==> config.mk <==
export PLATFORM = sky130hd
export DESIGN_NAME = z80_bus_dma
export DESIGN_NICKNAME = d
export VERILOG_FILES = /design/src/rtl/z80_bus_dma.sv
export SDC_FILE = /design/constraint.sdc
export NUM_CORES = 1
export LEC_CHECK = 0
export CAP_MARGIN = 30
export CORE_MARGIN = 3
export CORE_UTILIZATION = 53
export DETAILED_ROUTE_END_ITERATION = 12
export GPL_TIMING_DRIVEN = 0
export PLACE_DENSITY_LB_ADDON = 0.1
export RECOVER_POWER = 50
export SLEW_MARGIN = 30
export SYNTH_ARGS = -nofsm -noshare
export SYNTH_HDL_FRONTEND = slang
export SYNTH_SLANG_ARGS = --single-unit
==> constraint.sdc <==
create_clock -name clock -period 5.3 [get_ports clock]
set_input_delay 1.06 -clock clock [delete_from_list [all_inputs] [get_ports clock]]
set_output_delay 1.06 -clock clock [all_outputs]
set_load 0.02 [all_outputs]
==> src/rtl/z80_bus_dma.sv <==
// Z80 bus-master DMA engine: requests the CPU bus, copies a block of bytes
// memory-to-memory with optional fixed (port-style) source or destination,
// then hands the bus back and pulses done.
//
// state | meaning
// IDLE  | waiting for start; transfer parameters captured on start
// REQ   | nBUSRQ asserted, waiting for nBUSACK
// RD1   | source address out, nMREQ and nRD asserted
// RD2   | read strobes held; stretched by nWAIT and the RD_WAIT counter
// RD3   | read data latched, read strobes released
// WR1   | destination address and data out, nMREQ asserted
// WR2   | nWR asserted; stretched by nWAIT
// WR3   | write strobes released; addresses and byte count stepped
// REL   | nBUSRQ released, waiting for nBUSACK to go high
// DONE  | one-cycle completion pulse
module z80_bus_dma #(
    parameter int RD_WAIT = 0
) (
    input  logic        clock,
    input  logic        reset,
    input  logic        start,
    input  logic [15:0] src,
    input  logic [15:0] dst,
    input  logic [15:0] len,
    input  logic        src_fix,
    input  logic        dst_fix,
    output logic        busy,
    output logic        done,
    output logic        nBUSRQ,
    input  logic        nBUSACK,
    input  logic        nWAIT,
    output logic [15:0] A,
    input  logic [7:0]  D_in,
    output logic [7:0]  D_out,
    output logic        D_oe,
    output logic        bus_en,
    output logic        nMREQ,
    output logic        nRD,
    output logic        nWR
);

    localparam logic [3:0] IDLE = 4'd0;
    localparam logic [3:0] REQ  = 4'd1;
    localparam logic [3:0] RD1  = 4'd2;
    localparam logic [3:0] RD2  = 4'd3;
    localparam logic [3:0] RD3  = 4'd4;
    localparam logic [3:0] WR1  = 4'd5;
    localparam logic [3:0] WR2  = 4'd6;
    localparam logic [3:0] WR3  = 4'd7;
    localparam logic [3:0] REL  = 4'd8;
    localparam logic [3:0] DONE = 4'd9;

    localparam int WAIT_W = (RD_WAIT > 0) ? $clog2(RD_WAIT + 1) : 1;
    localparam logic [WAIT_W-1:0] WAIT_LOAD = WAIT_W'(RD_WAIT);

    logic [3:0]        state;
    logic [3:0]        stateNext;
    logic [15:0]       srcAddr;
    logic [15:0]       dstAddr;
    // 17 bits so that len=0 loads 65536
    logic [16:0]       remaining;
    logic              srcFixed;
    logic              dstFixed;
    logic [7:0]        dataReg;
    logic [WAIT_W-1:0] waitCnt;
    logic              busReqN;
    logic              holdBusNext;

    // Next-state decode
    always_comb begin
        stateNext = state;
        case (state)
            IDLE: if (start) stateNext = REQ;
            REQ:  if (!nBUSACK) stateNext = RD1;
            RD1:  stateNext = RD2;
            RD2:  if (nWAIT && (waitCnt == '0)) stateNext = RD3;
            RD3:  stateNext = WR1;
            WR1:  stateNext = WR2;
            WR2:  if (nWAIT) stateNext = WR3;
            WR3:  stateNext = (remaining == 17'd1) ? REL : RD1;
            REL:  if (nBUSACK) stateNext = DONE;
            DONE: stateNext = IDLE;
            default: stateNext = IDLE;
        endcase
    end

    assign holdBusNext = stateNext inside {REQ, RD1, RD2, RD3, WR1, WR2, WR3};

    // State, transfer registers and the bus request flop
    always_ff @(posedge clock) begin
        if (reset) begin
            state     <= IDLE;
            srcAddr   <= 16'h0000;
            dstAddr   <= 16'h0000;
            remaining <= 17'd0;
            srcFixed  <= 1'b0;
            dstFixed  <= 1'b0;
            dataReg   <= 8'h00;
            waitCnt   <= '0;
            busReqN   <= 1'b1;
        end else begin
            state <= stateNext;
            // nBUSRQ goes straight to the CPU, so it comes from a flop
            // loaded with the next state's value rather than a decode.
            busReqN <= !holdBusNext;

            if ((state == IDLE) && start) begin
                srcAddr   <= src;
                dstAddr   <= dst;
                remaining <= (len == 16'h0000) ? 17'h10000 : {1'b0, len};
                srcFixed  <= src_fix;
                dstFixed  <= dst_fix;
            end

            if (stateNext == RD1) begin
                waitCnt <= WAIT_LOAD;
            end else if ((state == RD2) && (waitCnt != '0)) begin
                waitCnt <= waitCnt - 1'b1;
            end

            if (state == RD3) begin
                dataReg <= D_in;
            end

            if (state == WR3) begin
                if (!srcFixed) srcAddr <= srcAddr + 16'd1;
                if (!dstFixed) dstAddr <= dstAddr + 16'd1;
                remaining <= remaining - 17'd1;
            end
        end
    end

    // Bus strobes, address and data-enable decoded from the current state
    always_comb begin
        A      = 16'h0000;
        nMREQ  = 1'b1;
        nRD    = 1'b1;
        nWR    = 1'b1;
        D_oe   = 1'b0;
        bus_en = 1'b0;
        case (state)
            RD1, RD2: begin
                A      = srcAddr;
                nMREQ  = 1'b0;
                nRD    = 1'b0;
                bus_en = 1'b1;
            end
            RD3: begin
                A      = srcAddr;
                bus_en = 1'b1;
            end
            WR1: begin
                A      = dstAddr;
                nMREQ  = 1'b0;
                D_oe   = 1'b1;
                bus_en = 1'b1;
            end
            WR2: begin
                A      = dstAddr;
                nMREQ  = 1'b0;
                nWR    = 1'b0;
                D_oe   = 1'b1;
                bus_en = 1'b1;
            end
            WR3: begin
                A      = dstAddr;
                D_oe   = 1'b1;
                bus_en = 1'b1;
            end
            default: begin
                A = 16'h0000;
            end
        endcase
    end

    assign busy   = (state != IDLE);
    assign done   = (state == DONE);
    assign nBUSRQ = busReqN;
    assign D_out  = dataReg;

endmodule

==> metrics.md <==
| Metric | Value |
|---|---|
| Crit-path most repeated cell | `nand2_1` |
| Area growth syn-to-layout | `32.7%` |
| Antenna-violating nets left | `0` |
| Hold buffers post-CTS | `0` |
| Routed wl met3 | `1240 um` |
| Drt initial violations | `444` |
| Clk pwr share | `0.319` |
| Number of flops mapped to enable cells by yosys | `0` |
| Vias per inst | `6.52` |
| Synth area leaders | `dfxtp_1, a21oi_1, nand2_1` |
| WP data required | `4.24 ns` |
| Leakage | `1.75 nW` |
| WHS | `0.453 ns` |
| Global placement routability congestion | `0.979` |
| Setup Viol. Count Final | `0` |
| PwrDens | `240 nW/um^2` |
| Cells after Synth | `486` |
| Top-area cell type share of the netlist area | `0.355` |
| Synth warn | `0` |
| H-tree levels | `3` |
| Status | `finished, final reports clean` |
| Starting Density | `0.561` |
| Max Slew Vio Count | `0` |
| GRT Overall Usage | `0.312` |
| Clock transition at path regs | `0.07 ns` |
| Fin. Hold Viols | `0` |
| Highest Signal Layer | `met4` |
| Worst slew margin | `0.454` |
| Clk_lat worst skew | `0.35 ns` |
| Crit path largest cell delay | `0.61 ns` |
| Layout Utilization | `0.744` |
| Seq pwr share | `0.479` |
| Detailed Place HPWL | `8840 um` |
| Crit-path slowest cell | `clkdlybuf4s50_1` |
| CP Capture Type | `primary output` |
| Layout fillers | `506` |
| Post-CTS resize count | `0` |
| First-pass GRT wire length | `19100 um` |
| Die width | `89.2 um` |
| Primary FF master, synth | `dfxtp_1` |
| Synth area leader | `dfxtp_1` |
| Mapped Nets | `553` |
| P_int | `0.808 mW` |
| TritonCTS Buffers | `9` |
| Inserted Diodes | `0` |
| CTS Root Cell | `clkbuf_8` |
| Net Sw Frac | `0.308` |
| P_sw | `0.360 mW` |
| Die span in y | `89.2 um` |
| Crit Path Category | `reg -> out` |
| Bufs on Longest Clock Path | `2` |
| Die area | `7950 sq um` |
| Max-Cap Viols | `0` |
| Post-CTS Setup Inserts | `0` |
| Max Freq | `244 MHz` |
| DRC errors left | `0` |
| Tcrit/Tclk final | `0.775` |
| Synth unique cells | `58` |
| Worst Max-Slew Pin Slew | `0.812 ns` |
| VDD IR-drop max | `156 uV` |
| # IOs | `95` |
| RSZ-0062 raised after global routing | `no` |
| Buf+Inv Stages, Crit Path | `2` |
| Post-Layout Cell Count | `672` |
| Synth Register Bits | `65` |
| Nets | `658` |
| Worst Hold Class | `reg -> reg` |
| Met2 wire length | `5540 um` |
| Worst Path Arrival | `3.05 ns` |
| Min Clock Period, post-route | `4.11 ns` |
| Core Region | `6530 sq um` |
| Final Total Pwr | `1.17 mW` |
| Rows | `29` |
| Total vias in the final route | `4384` |
| Post-Synthesis Cell Area | `3660 sq um` |
| Antenna violations before repair | `0` |
| Placed cell count | `657` |
| CP Launch Type | `flip-flop` |
| Port buffer count | `94` |
| Register area share after synthesis | `0.355` |
| Mean Syn Cell Area | `7.54 sq um` |
| CTS tree | `yes` |
| Clk sinks | `65` |
| First-pass DRT Iterations | `6` |
| Clk_skew | `0.0125 ns` |
| Final WL | `12100 um` |
| Vias in the first global route | `4040` |
| Asr flop ratio synth | `0` |
| CP Max Fanout | `10` |
| Largest net degree at the start of global routing | `11` |
| Layout cells sized above 1 | `0.0420` |
| Setup_tns | `0 ns` |
| Delay-heaviest family, CP | `simple AND/OR/NAND/NOR gates` |
| GRT Residual Overflow | `0` |
| Post-DR wirelength/cell | `17.9 um` |
| Logic pwr share | `0.202` |
| Critical Path, Cell by Cell | `nor2_1 -> nand2_1 -> nand2_1 -> clkbuf_1 -> a22o_1 -> clkdlybuf4s50_1` |
| Met1 wire length | `4860 um` |
## layout by cell type (no fill, tap or decap), types with 3 or more instances in the layout
| master | instances |
|---|---|
| ha_1 | 4 |
| nand2_1 | 60 |
| dfxtp_1 | 65 |
| o211ai_1 | 4 |
| a311oi_1 | 3 |
| a211oi_1 | 3 |
| a21oi_1 | 46 |
| nand3_1 | 16 |
| nor4_1 | 10 |
| clkbuf_1 | 28 |
| nor3_1 | 17 |
| a31oi_1 | 24 |
| a22oi_1 | 3 |
| nor2b_1 | 3 |
| o21ai_0 | 23 |
| clkdlybuf4s50_1 | 81 |
| and3_1 | 7 |
| and2_1 | 5 |
| xnor2_1 | 3 |
| inv_1 | 10 |
| nand4_1 | 9 |
| nor3b_1 | 3 |
| a22o_1 | 16 |
| or3_1 | 9 |
| dlygate4sd3_1 | 13 |
| clkbuf_8 | 10 |
| o311ai_0 | 3 |
| nand2b_1 | 7 |
| buf_2 | 3 |
| a32oi_1 | 9 |
| nor2_1 | 55 |
| a221oi_1 | 5 |
## worst min-delay path, cell delays in order (launching register included)
cell and delay, ns:
dfxtp_1 0.31, nand2_1 0.05, a21oi_1 0.05
## cell usage after synthesis (all sizes together) (2+ instances only)
cell and number:
a221oi 5, or3 9, a2bb2oi 2, a22o 16, a21oi 47, a21o 2, nand2 60, nand4 9
clkbuf 22, nor3b 3, o21ai 24, inv 10, ha 4, a32oi 9, a211oi 3, nor3 18
dfxtp 65, o311ai 3, a2111oi 2, nor4 11, buf 8, nand3 16, o211ai 4, and4b 2
or4 2, and2 5, a311oi 3, nor2b 3, nand2b 7, nor2 55, and4 2, a31oi 24
a22oi 3, and3 7, xnor2 3, o21ba 2
## layer usage
layer  track usage  vias up
met1         0.403     2025
met5             0        -
met3        0.0793       49
met4         0.152        0
met2         0.486      273
li1              -     2037
## power by group through the flow
stage               Clock [mW]  Combinational, mW  Sequential, mW
global route             0.391              0.255           0.564
detailed placement           0              0.232           0.568
floorplan                    0              0.130           0.559
global placement             0              0.226           0.566
finish                   0.373              0.236           0.559
CTS                      0.369              0.233           0.557
## logic make-up (layout without fill, tap and decap cells)
kind of cell,count (synthesis),after routing,synth area share
compound gates,157,157,0.284
xor+xnor,4,4,0.00956
fa+ha+maj,4,4,0.0137
buf+inv,40,149,0.0427
flops,65,65,0.355
mux,1,1,0.00410
simple gates,215,215,0.291
## metrics by stage
stage               setup WS [ns]  area (sq um)
floorplan                    2.43          3660
global placement             1.68          4700
detailed placement           1.61          4700
CTS                          1.20          4860
global route                0.992          4860
finish                       1.19          4860
## registers in the layout (all words and copies together), names as in the netlist
name       cells
dstAddr       16
state          4
nBUSRQ         1
dstFixed       1
srcAddr       16
srcFixed       1
waitCnt        1
D_out          8
remaining     17
## layout make-up
| type | count | area (sq um) | area share |
|---|---|---|---|
| Timing Repair Buffer | 94 | 941 | 0.194 |
| Buffer | 30 | 116 | 0.0239 |
| Multi-Input combinational cell | 381 | 2210 | 0.454 |
| Tap cell | 77 | 96.3 | 0.0198 |
| Clock inverter | 3 | 17.5 | 0.00360 |
| Clock buffer | 12 | 145 | 0.0299 |
| Inverter | 10 | 37.5 | 0.00772 |
| Sequential cell | 65 | 1300 | 0.268 |
## path summary, 6_finish.rpt
check	from	end	slack, ns	depth (start not counted)
min	D_out[2]	D_out[2]	0.45	2
max	state[0]	A[0]	1.19	6
max reg2reg	state[0]	srcAddr[1]	2.66	6
min reg2reg	D_out[2]	D_out[2]	0.45	2
Note: power is estimated with default switching activity, not from simulation.
